File: config.mk
export PLATFORM = sky130hd
export DESIGN_NAME = score_controller
export DESIGN_NICKNAME = d
export VERILOG_FILES = /design/src/rtl/score_controller.sv
export SDC_FILE = /design/constraint.sdc
export NUM_CORES = 1
export LEC_CHECK = 0
export ABC_AREA = 1
export BUFFER_PORTS_ARGS = -buffer_cell sky130_fd_sc_hd__buf_2
export CAP_MARGIN = 20
export CORE_UTILIZATION = 50
export CTS_BUF_LIST = sky130_fd_sc_hd__clkbuf_4 sky130_fd_sc_hd__clkbuf_8 sky130_fd_sc_hd__clkbuf_16
export DETAILED_ROUTE_END_ITERATION = 6
export PLACE_DENSITY = 0.67
export SKIP_CTS_REPAIR_TIMING = 1
export SLEW_MARGIN = 20
export SYNTH_ARGS = -nofsm -noshare
export SYNTH_HDL_FRONTEND = slang
export SYNTH_SLANG_ARGS = --single-unit
File: constraint.sdc
create_clock -name clk_i -period 3.2 [get_ports clk_i]
set_input_delay 0.48 -clock clk_i [delete_from_list [all_inputs] [get_ports clk_i]]
set_output_delay 0.48 -clock clk_i [all_outputs]
set_load 0.02 [all_outputs]
File: src/rtl/score_controller.sv
// Scoreboard controller: turns per-player short/long press pulses into scores,
// undo history, game wins, games-won counters and a timed game-over hold.
module score_controller #(
  parameter int unsigned WIN_POINTS  = 11,
  parameter int unsigned SCORE_W     = 5,
  parameter int unsigned GAMES_W     = 3,
  parameter int unsigned UNDO_DEPTH  = 8,
  parameter int unsigned HOLD_CYCLES = 200000000
) (
  input  logic               clk_i,
  input  logic               rst_i,
  input  logic               a_short_i,
  input  logic               a_long_i,
  input  logic               b_short_i,
  input  logic               b_long_i,
  output logic [SCORE_W-1:0] score_a_o,
  output logic [SCORE_W-1:0] score_b_o,
  output logic [GAMES_W-1:0] games_a_o,
  output logic [GAMES_W-1:0] games_b_o,
  output logic               game_over_o,
  output logic               winner_o
);

  localparam int unsigned HOLD_W = (HOLD_CYCLES > 1) ? $clog2(HOLD_CYCLES) : 1;
  localparam int unsigned PTR_W  = (UNDO_DEPTH > 1) ? $clog2(UNDO_DEPTH) : 1;
  localparam int unsigned CNT_W  = $clog2(UNDO_DEPTH + 1);

  localparam logic [SCORE_W-1:0] SCORE_MAX = '1;
  localparam logic [GAMES_W-1:0] GAMES_MAX = '1;
  localparam logic [HOLD_W-1:0]  HOLD_LAST = HOLD_W'(HOLD_CYCLES - 1);
  localparam logic [CNT_W-1:0]   HIST_FULL = CNT_W'(UNDO_DEPTH);

  typedef enum logic {PLAY, WON} state_e;

  state_e                  state_q;
  logic [SCORE_W-1:0]      score_a_q, score_b_q;
  logic [GAMES_W-1:0]      games_a_q, games_b_q;
  logic                    game_over_q, winner_q, games_incr_q;
  logic [HOLD_W-1:0]       hold_q;
  logic [UNDO_DEPTH-1:0]   hist_q;
  logic [PTR_W-1:0]        head_q;
  logic [CNT_W-1:0]        hist_cnt_q;

  logic               undo_c, hist_empty_c, pop_id_c, a_only_c, b_only_c;
  logic               a_wins_c, b_wins_c;
  logic [PTR_W-1:0]   pop_ptr_c;
  logic [SCORE_W-1:0] a_inc_c, b_inc_c;

  // Decode presses and evaluate the win condition on post-increment scores.
  always_comb begin
    undo_c       = a_long_i | b_long_i;
    hist_empty_c = (hist_cnt_q == '0);
    pop_ptr_c    = head_q - PTR_W'(1);
    pop_id_c     = hist_q[pop_ptr_c];
    a_only_c     = a_short_i & ~b_short_i;
    b_only_c     = b_short_i & ~a_short_i;
    a_inc_c      = score_a_q + SCORE_W'(1);
    b_inc_c      = score_b_q + SCORE_W'(1);
    // Widened operands keep "lead of 2" free of wrap-around.
    a_wins_c     = (32'(a_inc_c) >= WIN_POINTS) &&
                   ({1'b0, a_inc_c} >= ({1'b0, score_b_q} + (SCORE_W+1)'(2)));
    b_wins_c     = (32'(b_inc_c) >= WIN_POINTS) &&
                   ({1'b0, b_inc_c} >= ({1'b0, score_a_q} + (SCORE_W+1)'(2)));
  end

  always_ff @(posedge clk_i or posedge rst_i) begin
    if (rst_i) begin
      state_q      <= PLAY;
      score_a_q    <= '0;
      score_b_q    <= '0;
      games_a_q    <= '0;
      games_b_q    <= '0;
      game_over_q  <= 1'b0;
      winner_q     <= 1'b0;
      games_incr_q <= 1'b0;
      hold_q       <= '0;
      hist_q       <= '0;
      head_q       <= '0;
      hist_cnt_q   <= '0;
    end else begin
      case (state_q)
        PLAY: begin
          if (undo_c) begin
            if (!hist_empty_c) begin
              head_q     <= pop_ptr_c;
              hist_cnt_q <= hist_cnt_q - CNT_W'(1);
              if (pop_id_c) score_b_q <= score_b_q - SCORE_W'(1);
              else          score_a_q <= score_a_q - SCORE_W'(1);
            end
          end else if ((a_only_c && score_a_q != SCORE_MAX) ||
                       (b_only_c && score_b_q != SCORE_MAX)) begin
            // Exactly one eligible point: push its player ID, oldest entry drops when full.
            hist_q[head_q] <= b_only_c;
            head_q         <= head_q + PTR_W'(1);
            if (hist_cnt_q != HIST_FULL) hist_cnt_q <= hist_cnt_q + CNT_W'(1);
            if (b_only_c) score_b_q <= b_inc_c;
            else          score_a_q <= a_inc_c;
            if ((a_only_c && a_wins_c) || (b_only_c && b_wins_c)) begin
              state_q     <= WON;
              game_over_q <= 1'b1;
              winner_q    <= b_only_c;
              hold_q      <= '0;
              if (b_only_c) begin
                games_incr_q <= (games_b_q != GAMES_MAX);
                if (games_b_q != GAMES_MAX) games_b_q <= games_b_q + GAMES_W'(1);
              end else begin
                games_incr_q <= (games_a_q != GAMES_MAX);
                if (games_a_q != GAMES_MAX) games_a_q <= games_a_q + GAMES_W'(1);
              end
            end
          end
        end
        WON: begin
          if (undo_c) begin
            // Undo of the winning point reopens the game and retracts the game credit.
            if (!hist_empty_c) begin
              head_q     <= pop_ptr_c;
              hist_cnt_q <= hist_cnt_q - CNT_W'(1);
              if (pop_id_c) score_b_q <= score_b_q - SCORE_W'(1);
              else          score_a_q <= score_a_q - SCORE_W'(1);
            end
            if (games_incr_q) begin
              if (winner_q) games_b_q <= games_b_q - GAMES_W'(1);
              else          games_a_q <= games_a_q - GAMES_W'(1);
            end
            games_incr_q <= 1'b0;
            game_over_q  <= 1'b0;
            hold_q       <= '0;
            state_q      <= PLAY;
          end else if (hold_q == HOLD_LAST) begin
            score_a_q   <= '0;
            score_b_q   <= '0;
            hist_cnt_q  <= '0;
            head_q      <= '0;
            game_over_q <= 1'b0;
            hold_q      <= '0;
            state_q     <= PLAY;
          end else begin
            hold_q <= hold_q + HOLD_W'(1);
          end
        end
        default: state_q <= PLAY;
      endcase
    end
  end

  assign score_a_o   = score_a_q;
  assign score_b_o   = score_b_q;
  assign games_a_o   = games_a_q;
  assign games_b_o   = games_b_q;
  assign game_over_o = game_over_q;
  assign winner_o    = winner_q;

endmodule

# Yosys cells after proc, flatten, opt, wreduce, memory -nomap -nowiden

Index checks and enable logic that the tools add are counted.

Bits of input ports: 6
Word-level logic and storage cells: 159
Output and inout port bits: 18
Register bits after elaboration: 63

Reductions and logical operators: 21
$add $sub $neg: 15
$lt $le $gt $ge: 7
Mux-type cells: 75
Bitwise gates (word level): 7
Eq/ne operators: 22

Operators by type and width:

| operator              | count |
|---|---|
| $mux 28               | 5 |
| $mux 5                | 13 |
| $mux 3                | 21 |
| $pmux 28 s2           | 1 |
| $add 28x1->28 const B | 1 |
| $eq 28x28->1 const B  | 1 |
| $mux 4                | 6 |
| $pmux 5 s2            | 2 |
| $ne 3x3->1 const B    | 6 |
| $pmux 3 s2            | 3 |
| $mux 1                | 17 |
| $ne 2x2->1 const B    | 8 |
| $reduce_and 8->1      | 2 |
| $reduce_and 3->1      | 5 |
| $add 5x2->6 const B   | 2 |
| $ge 5x6->1            | 2 |
| $reduce_and 4->1      | 3 |
| $add 5x1->5 const B   | 2 |
| $ge 5x4->1 const B    | 2 |
| $ne 5x5->1 const B    | 2 |
| $sub 5x1->5 const B   | 2 |
| $add 3x1->3 const B   | 3 |
| $sub 3x1->3 const B   | 3 |
| $bwmux 8              | 1 |
| 18 further kinds      | 34 |

# Depth between registers and ports, before layout

Gate-level depths: netlist of the first run.

Word-level depth: 9
Gate-level depth with buffers: 18
Mapped depth without buffers: 18

# Least setup slack after synthesis of the first run

No wires, ideal clock.

Path type: register to register
Start: register state_q
End: register hold_q[3]
Required time: 3083 ps
Setup slack: 922 ps
Library setup time: 117 ps
Clock period less this slack: 2278 ps
Buffers on the path: 5
Data arrival time: 2161 ps
Cell stages (with the launch flop): 11
Cell sequence: dfrtp_1 buf_2 inv_2 clkbuf_1 buf_1 ha_1 inv_1 clkbuf_1 clkbuf_1 nand4_1 nand2_1

Word-level cells in the longest chain between the ends: 3
Elaborated cells between the ends (all ways): 6
Those cells by class: 3 x eq/ne; 1 x mux; 1 x bitwise; 1 x reduce/logical

RTL lines:

| element                           | line | RTL |
|---|---|---|
| start: declaration                | 35   | `state_e state_q;` |
| start signal: assignment          | 68   | `state_q <= PLAY;` |
| start signal: assignment          | 99   | `state_q <= WON;` |
| start signal: assignment          | 129  | `state_q <= PLAY;` |
| $not 1->1 (no source line)        | n/a  |  |
| $ne 2x2->1 (no source line)       | n/a  |  |
| $reduce_and 3->1 (no source line) | n/a  |  |
| end signal: assignment            | 139  | `hold_q <= hold_q + HOLD_W'(1);` |
| end: declaration                  | 39   | `logic [HOLD_W-1:0] hold_q;` |

Several ways; a longest one is shown, not always the timed one.
A chain may end at the register's enable or synchronous reset.

# Worst setup path after layout of the first run

Start: register score_a_q[0], in the netlist score_a_o[0]
End: register hold_q[15]

Word-level cells in the longest chain between the ends: 7
Elaborated cells between the ends (all ways): 16
Those cells by class: 2 x add/sub; 3 x order compare; 3 x eq/ne; 8 x reduce/logical

RTL lines:

| element                                           | line   | RTL |
|---|---|---|
| start: declaration                                | 36     | `logic [SCORE_W-1:0] score_a_q, score_b_q;` |
| start signal: assignment                          | 88     | `else score_a_q <= score_a_q - SCORE_W'(1);` |
| start signal: assignment                          | 97     | `else score_a_q <= a_inc_c;` |
| start signal: assignment                          | 120    | `else score_a_q <= score_a_q - SCORE_W'(1);` |
| $add 5x1->5 / $add 5x2->6 (equally long branches) | 57, 63 |  |
| $ge 5x6->1 (tied with other cells)                | 61     | `({1'b0, a_inc_c} >= ({1'b0, score_b_q} + (SCORE_W+1)'(2)));` |
| $logic_and 1x1->1 (on tied branches)              | 60, 62 |  |
| $logic_and 1x1->1                                 | 98     | `if ((a_only_c && a_wins_c) \|\| (b_only_c && b_wins_c)) begin` |
| $logic_or 1x1->1                                  | 98     |  |
| $ne 2x2->1 (no source line)                       | n/a    |  |
| $reduce_and 3->1 (no source line) (*)             | n/a    |  |

Every way passes the cells marked *; elsewhere a longest branch is shown, timed or not.

==> results.json, run 1 <==
{
  "run_status": "complete, no violations",
  "worstMarginPinSlew_ps": 858,
  "die_w_um": 104,
  "final_core_util_pct": 56.5,
  "final_design_area_no_fill_um2": 5630,
  "crit_required_ps": 3460,
  "track_usage_pct": 28.2,
  "layout_min_cycle_time_ps": 3020,
  "synth-async-reset-ratio_pct": 100,
  "final-instance-count-excl-fill": 964,
  "yosys_register_bits": 63,
  "synth_area_um2": 5210,
  "chipHeight_um": 104,
  "hold_crit_path_type": "primary input to async pin",
  "post-route-worst-setup-slack_ps": 184,
  "grt_pass1_vias": 4838,
  "seq_area_frac_synth_pct": 30.2,
  "worstPathMaxFanout": 28,
  "detail_route.first_pass.iterations": 5,
  "routedWlPerCell_um": 14.9,
  "fp.coreArea_um2": 9950,
  "vias_per_cell": 5.50,
  "drt_drc_violations_left": 0,
  "cellLeakagePower_nw": 2.82,
  "worst_setup_path_startpoint": "score_a_o[0]$_DFFE_PP0P_",
  "r2r_end": "hold_q[15]$_DFFE_PP0P_",
  "path_class": "flip-flop to flip-flop",
  "antenna_cells": 0,
  "nNetsFinal": 865,
  "postRouteAntennaNets": 0,
  "drv_slew": 0,
  "critical-path-max-stage-delay_ps": 560,
  "rsz_0062_raised_after_global_routing": "false",
  "cellPowerDensity_nw_per_um2": 845,
  "crit_path_end_kind": "flip-flop",
  "drive_above_1_share_pct": 8.42,
  "synthesis.nets": 847,
  "setup_violation_total_in_the_final_timing_report": 0,
  "clock_insertion_delay_worst_skew_ps": 370,
  "fillCellCount": 1002,
  "worst_ir_drop_vdd_uv": 584,
  "path_clk_slew_ps": 80,
  "hold_viol": 0,
  "drv_cap": 0,
  "fin_worst_skew_ps": 14.1,
  "totalWireLength_mm": 14.4,
  "areaGrowthSynthToFinish_pct": 7.99,
  "crit_path_top_delay_cell": "nand3_2",
  "fp-row-count": 36,
  "total_power_mw": 4.75,
  "grt.overflow.total": 0,
  "cts_tree": "done",
  "post_dp_cell_area_um2": 5450,
  "grt_antenna_before_repair": 0,
  "root_buffer": "clkbuf_8",
  "worst-path-buf-inv": 1,
  "yosysUniqueCellTypes": 36,
  "tns_ps": 0,
  "cts.htree.levels": 3,
  "pre_cts_ws_ps": 255,
  "cts_made_buffers": 9,
  "setup.reg_to_reg.worst_slack_ps": 180,
  "arrival_ps": 3270,
  "dr_total_vias": 5303,
  "io_buffer_count": 23,
  "launching_element_type_of_the_critical_path": "flip-flop",
  "cts.path.max_buffers": 2,
  "slew_headroom_pct": 42.7,
  "clkSinkCount": 63,
  "global_route_wire_length_before_repair_mm": 24.3,
  "io_pins": 24,
  "placedCellCount": 948,
  "crit_top_cell": "nand2_1",
  "rr_worst_depth": 14,
  "drt_first_iter_violations": 385,
  "postSynthAreaPerCell_um2": 6.45,
  "worstReg2RegStart": "score_a_o[0]$_DFFE_PP0P_",
  "fmaxAchievable_mhz": 332,
  "synthFlopType": "dfrtp_1",
  "synth-edff-count": 0,
  "die_area_um2": 10800,
  "fin_hold_ws_ps": 249,
  "layout_worst_path_cycle_share_pct": 94.2,
  "ys.warnings.count": 0,
  "starting_utilization_of_the_core_area_pct": 52.4,
  "place_hpwl_mm": 10.5,
  "place.gp.congestion": 0.938,
  "synthCells": 808,
  "grt_max_degree": 46,
  "worstPathCellList": "inv_1, ha_1, ha_1, nand2_1, nand2_1, nand2_1, nand2_1, nand2_1, nand2_1, nand2_1, nand3_2, nand3_2, nand2_1, nand2_1",
  "critPathTopFamily": "simple AND/OR/NAND/NOR gates"
}
Yosys cell counts (all sizes together) (2+ instances only):
cell type / n / area [um^2]
nor3: 11 / 55.1
a21oi: 27 / 150
nand3: 85 / 435
o21ai: 28 / 140
xor2: 7 / 61.3
nand4: 34 / 213
a21boi: 2 / 15.0
nor2: 104 / 429
inv: 91 / 342
clkbuf: 11 / 41.3
nor4: 4 / 25.0
buf: 15 / 81.3
xnor2: 6 / 52.6
ha: 31 / 388
dfrtp: 63 / 1580
fa: 2 / 40.0
nand2: 276 / 1080
o2111ai: 2 / 17.5
nand3b: 3 / 22.5
where the power goes:
part / switching, mW / leakage [nW] / internal (mW)
combinational: 1.70 / 1.90 / 0.915
clock: 0.346 / 0.0887 / 0.309
sequential: 0.420 / 0.827 / 1.07
state kept, by name, indices dropped and copies added, names as in the netlist:
register      count
hist_q            8
hold_q           28
state_q           1
game_over_o       1
score_b_o         5
score_a_o         5
games_b_o         3
games_a_o         3
winner_o          1
head_q            3
games_incr_q      1
hist_cnt_q        4
worst max path at each step:
stage	endpoint	slack, ps	cells after the start
after global routing	hold_q[26]$_DFFE_PP0P_	20	14
after global placement	hold_q[3]$_DFFE_PP0P_	360	14
final	hold_q[15]$_DFFE_PP0P_	180	14
after detailed placement	hold_q[15]$_DFFE_PP0P_	250	14
after floorplan	hold_q[3]$_DFFE_PP0P_	920	10
after CTS	hold_q[5]$_DFFE_PP0P_	230	14
cell type report:
type	instances	area (um^2)	share of cell area (%)
clock inverter	5	33.8	0.600
tap	133	166	2.96
clock buffer	11	145	2.58
sequential	63	1580	28.0
multi-input combinational	628	3170	56.4
inverter	91	343	6.09
timing repair buffer	33	190	3.38
cells in the final DEF, fill, tap and decap left out, drive strengths merged:
cell,synthesis,layout
fa,2,2
inv,91,90
nor3,11,11
dfrtp,63,63
nand2,276,276
o2111ai,2,2
a31oi,1,1
o21ai,28,28
nand3,85,85
clkbuf,11,11
a32o,1,1
nand3b,3,3
nor4,4,4
nor2,104,104
a21boi,2,2
nand4,34,34
nor3b,1,1
buf,15,33
xnor2,6,6
o32ai,1,1
a22o,1,1
a21oi,27,27
clkinvlp,0,2
o21ba,1,1
xor2,7,7
clkinv,0,4
ha,31,31
metal layers:
layer	vias up	global-route usage, %	share of wire [%]
met5	-	0	0
met4	0	8.06	1.4
met3	20	6.08	6.0
met2	161	40.8	42
met1	2480	41.9	51
li1	2642	-	-
kinds of logic (layout without fill, tap and decap cells):
group | count (synthesis) | after routing | synth area share, %
fa+ha+maj | 33 | 33 | 8.21
flops | 63 | 63 | 30.2
xor+xnor | 13 | 13 | 2.18
simple gates | 518 | 518 | 43.4
buf+inv | 117 | 140 | 8.91
compound gates | 64 | 64 | 7.03
worst register-to-register path: stages (launching register included):
cell and delay, ps:
dfrtp_1 500, inv_1 150, ha_1 390, ha_1 300
nand2_1 50, nand2_1 80, nand2_1 60, nand2_1 50
nand2_1 50, nand2_1 90, nand2_1 90, nand3_2 200
nand3_2 560, nand2_1 250, nand2_1 80
Note: power is estimated with default switching activity, not from simulation.
==> run 2, diff against run 1 <==
--- a/config.mk
+++ b/config.mk
@@ -5,7 +5,6 @@
 export SDC_FILE = /design/constraint.sdc
 export NUM_CORES = 1
 export LEC_CHECK = 0
-export ABC_AREA = 1
 export BUFFER_PORTS_ARGS = -buffer_cell sky130_fd_sc_hd__buf_2
 export CAP_MARGIN = 20
 export CORE_UTILIZATION = 50
==> results.json, run 2 <==
{
  "drv_slew": 0,
  "fin_worst_skew_ps": 8.68,
  "cts.path.max_buffers": 2,
  "path_class": "flip-flop to flip-flop",
  "seq_area_frac_synth_pct": 35.0,
  "post_synth_and_or_nand_nor_area_fraction_pct": 23.2,
  "rsz_0062_raised_after_global_routing": "false",
  "drv_cap": 0,
  "cts.htree.levels": 3,
  "path_clk_slew_ps": 70,
  "grt_pass1_vias": 3809,
  "nNetsFinal": 603,
  "die_w_um": 96.8,
  "synth-async-reset-ratio_pct": 100,
  "dominant_combinational_cell_family_by_area_after_synthesis": "simple AND/OR/NAND/NOR gates",
  "yosys_register_bits": 63,
  "postRouteAntennaNets": 0,
  "areaGrowthSynthToFinish_pct": 10.8,
  "ys.warnings.count": 0,
  "run_status": "complete, no violations",
  "fmaxAchievable_mhz": 323,
  "crit_path_top_delay_cell": "dfrtp_1",
  "layout_min_cycle_time_ps": 3100,
  "place_hpwl_mm": 8.33,
  "drt_first_iter_violations": 285,
  "synthCells": 528,
  "crit_path_end_kind": "flip-flop",
  "worst-path-buf-inv": 1,
  "critical-path-max-stage-delay_ps": 460,
  "synth-edff-count": 0,
  "synthesis.nets": 567,
  "synth-xor-area-share_pct": 2.14,
  "postSynthAreaPerCell_um2": 8.52,
  "hold_crit_path_type": "primary input to async pin",
  "largest_reg_flops": 28,
  "yosysUniqueCellTypes": 68,
  "cts_made_buffers": 9,
  "fin_hold_ws_ps": 185,
  "drive_above_1_share_pct": 15.3,
  "crit_required_ps": 3410,
  "routedWlPerCell_um": 16.7,
  "cts_tree": "done",
  "synth_top_area_cell": "dfrtp_1",
  "antenna_cells": 0,
  "grt.overflow.total": 0,
  "arrival_ps": 3300,
  "grt_antenna_before_repair": 0,
  "starting_utilization_of_the_core_area_pct": 51.6,
  "worstPathMaxFanout": 23,
  "io_buffer_count": 23,
  "worst_ir_drop_vdd_uv": 343,
  "proportion_of_synthesized_area_in_mux_cells_pct": 3.92,
  "tns_ps": 0,
  "layout_worst_path_cycle_share_pct": 96.7,
  "synth_top_area_share_pct": 35.0,
  "totalWireLength_mm": 11.3,
  "fillCellCount": 784,
  "clkSinkCount": 63,
  "detail_route.first_pass.iterations": 5,
  "worstMarginPinSlew_ps": 764,
  "netlist_top_cells_area": "dfrtp_1 35%, ha_1 8.6%, nand2_1 6.3%",
  "root_buffer": "clkbuf_8",
  "post_synth_most_frequent_cells": "76 x nand2_1, 63 x dfrtp_1, 51 x nor2_1",
  "crit_top_cell": "ha_1",
  "largestRegisters": "hold_q: 28 flops, hist_q: 8 flops",
  "critPathTopFamily": "adder cells",
  "track_usage_pct": 24.7,
  "largest-register": "hold_q",
  "fp-row-count": 34,
  "leading_cell_type_in_the_layout_fill_and_taps_excluded": "nand2_1",
  "synth_compound_area_share_pct": 22.2,
  "global_route_wire_length_before_repair_mm": 18.7,
  "final_cell_mix": "76 x nand2_1, 63 x dfrtp_1, 51 x nor2_1",
  "launching_element_type_of_the_critical_path": "flip-flop",
  "slew_headroom_pct": 48.7,
  "hold_viol": 0,
  "cellLeakagePower_nw": 2.12,
  "clock_insertion_delay_worst_skew_ps": 340,
  "post-route-worst-setup-slack_ps": 104,
  "vias_per_cell": 6.07,
  "die_area_um2": 9380,
  "synth.most_common_cell": "nand2_1",
  "synthFlopType": "dfrtp_1",
  "grt_max_degree": 41,
  "setup_violation_total_in_the_final_timing_report": 0,
  "place.gp.congestion": 0.903,
  "drt_drc_violations_left": 0,
  "pre_cts_ws_ps": 149,
  "io_pins": 24,
  "chipHeight_um": 96.8,
  "synth_area_um2": 4500,
  "cellPowerDensity_nw_per_um2": 784,
  "worstPathCellList": "ha_1, and3_1, ha_1, ha_1, nor2_1, a311oi_1, o211ai_1, or3_1, nand2_1, buf_12, a31oi_1",
  "fp.coreArea_um2": 8720,
  "area_share_of_fa_ha_maj_cells_after_synthesis_pct": 9.51,
  "dr_total_vias": 4102
}
run 2: cell types whose count changed after synthesis, moves of 6 or more:
cell / delta
nor2_1: -49
mux2_2: +7
inv_1: -62
a31oi_1: +34
and3_1: +7
o21ai_0: +13
nand4_1: -29
nand3_1: -55
buf_2: -6
nand2_1: -194
run 2: final timing paths:
| check | start | endpoint | slack (ps) | cells after the start |
|---|---|---|---|---|
| setup / recovery | score_a_o[1]$_DFFE_PP0P_ | hold_q[9]$_DFFE_PP0P_ | 100 | 11 |
| hold / removal | rst_i | hold_q[15]$_DFFE_PP0P_ | 180 | 2 |
| setup reg to reg | score_a_o[1]$_DFFE_PP0P_ | hold_q[9]$_DFFE_PP0P_ | 100 | 11 |
| hold reg to reg | hold_q[23]$_DFFE_PP0P_ | hold_q[23]$_DFFE_PP0P_ | 480 | 1 |
| max in group asynchronous | rst_i | score_a_o[1]$_DFFE_PP0P_ | 2080 | 3 |
| min in group clk_i | hold_q[23]$_DFFE_PP0P_ | hold_q[23]$_DFFE_PP0P_ | 480 | 1 |
run 2: logic make-up after synthesis:
logic type / after synthesis
multiplexers: 14
buffers and inverters: 42
flip-flops: 63
AO/OA/AOI/OAI: 147
AND/OR/NAND/NOR: 218
XOR/XNOR: 11
adder cells (fa/ha/maj): 33
run 2: metal layers:
metal,track usage (%),part of all wire [%],vias to the layer above
li1,-,-,2001
met1,34.2,47,1972
met2,38.8,46,114
met3,3.76,5.1,15
met4,9.99,2.1,0
met5,0,0,-
run 2: through the flow:
| stage | power (mW) | util, % | cells | instance area (um^2) |
|---|---|---|---|---|
| after global routing | 4.20 | 57.2 | 676 | 4990 |
| after global placement | 3.21 | 55.3 | 661 | 4820 |
| after floorplan | 2.69 | - | 528 | 4500 |
| final | 3.91 | 57.2 | 676 | 4990 |
| after CTS | 3.89 | 57.2 | 676 | 4990 |
| after detailed placement | 3.26 | 55.3 | 661 | 4820 |
run 2: layout make-up:
class	instances	area [um^2]	share of cell area, %
clock buffer	11	145	2.91
timing repair buffer	42	270	5.42
sequential	63	1580	31.6
inverter	25	93.8	1.88
clock inverter	4	22.5	0.452
multi-input combinational	423	2740	55.0
tap	108	135	2.71
run 2: power breakdown:
part           internal (mW)  total [mW]  leakage, nW  switching (mW)
registers              0.980        1.23        0.809           0.251
logic                  0.865        2.06         1.22            1.20
clock network          0.302       0.616       0.0884           0.314
total                   2.15        3.91         2.12            1.76
run 2: worst register-to-register path: cells and delay by family (launching register included):
| family | cells | cell delay [ps] |
|---|---|---|
| simple gates | 4 | 850 |
| fa+ha+maj | 3 | 920 |
| buf+inv | 1 | 170 |
| compound gates | 3 | 570 |
| flops | 1 | 460 |
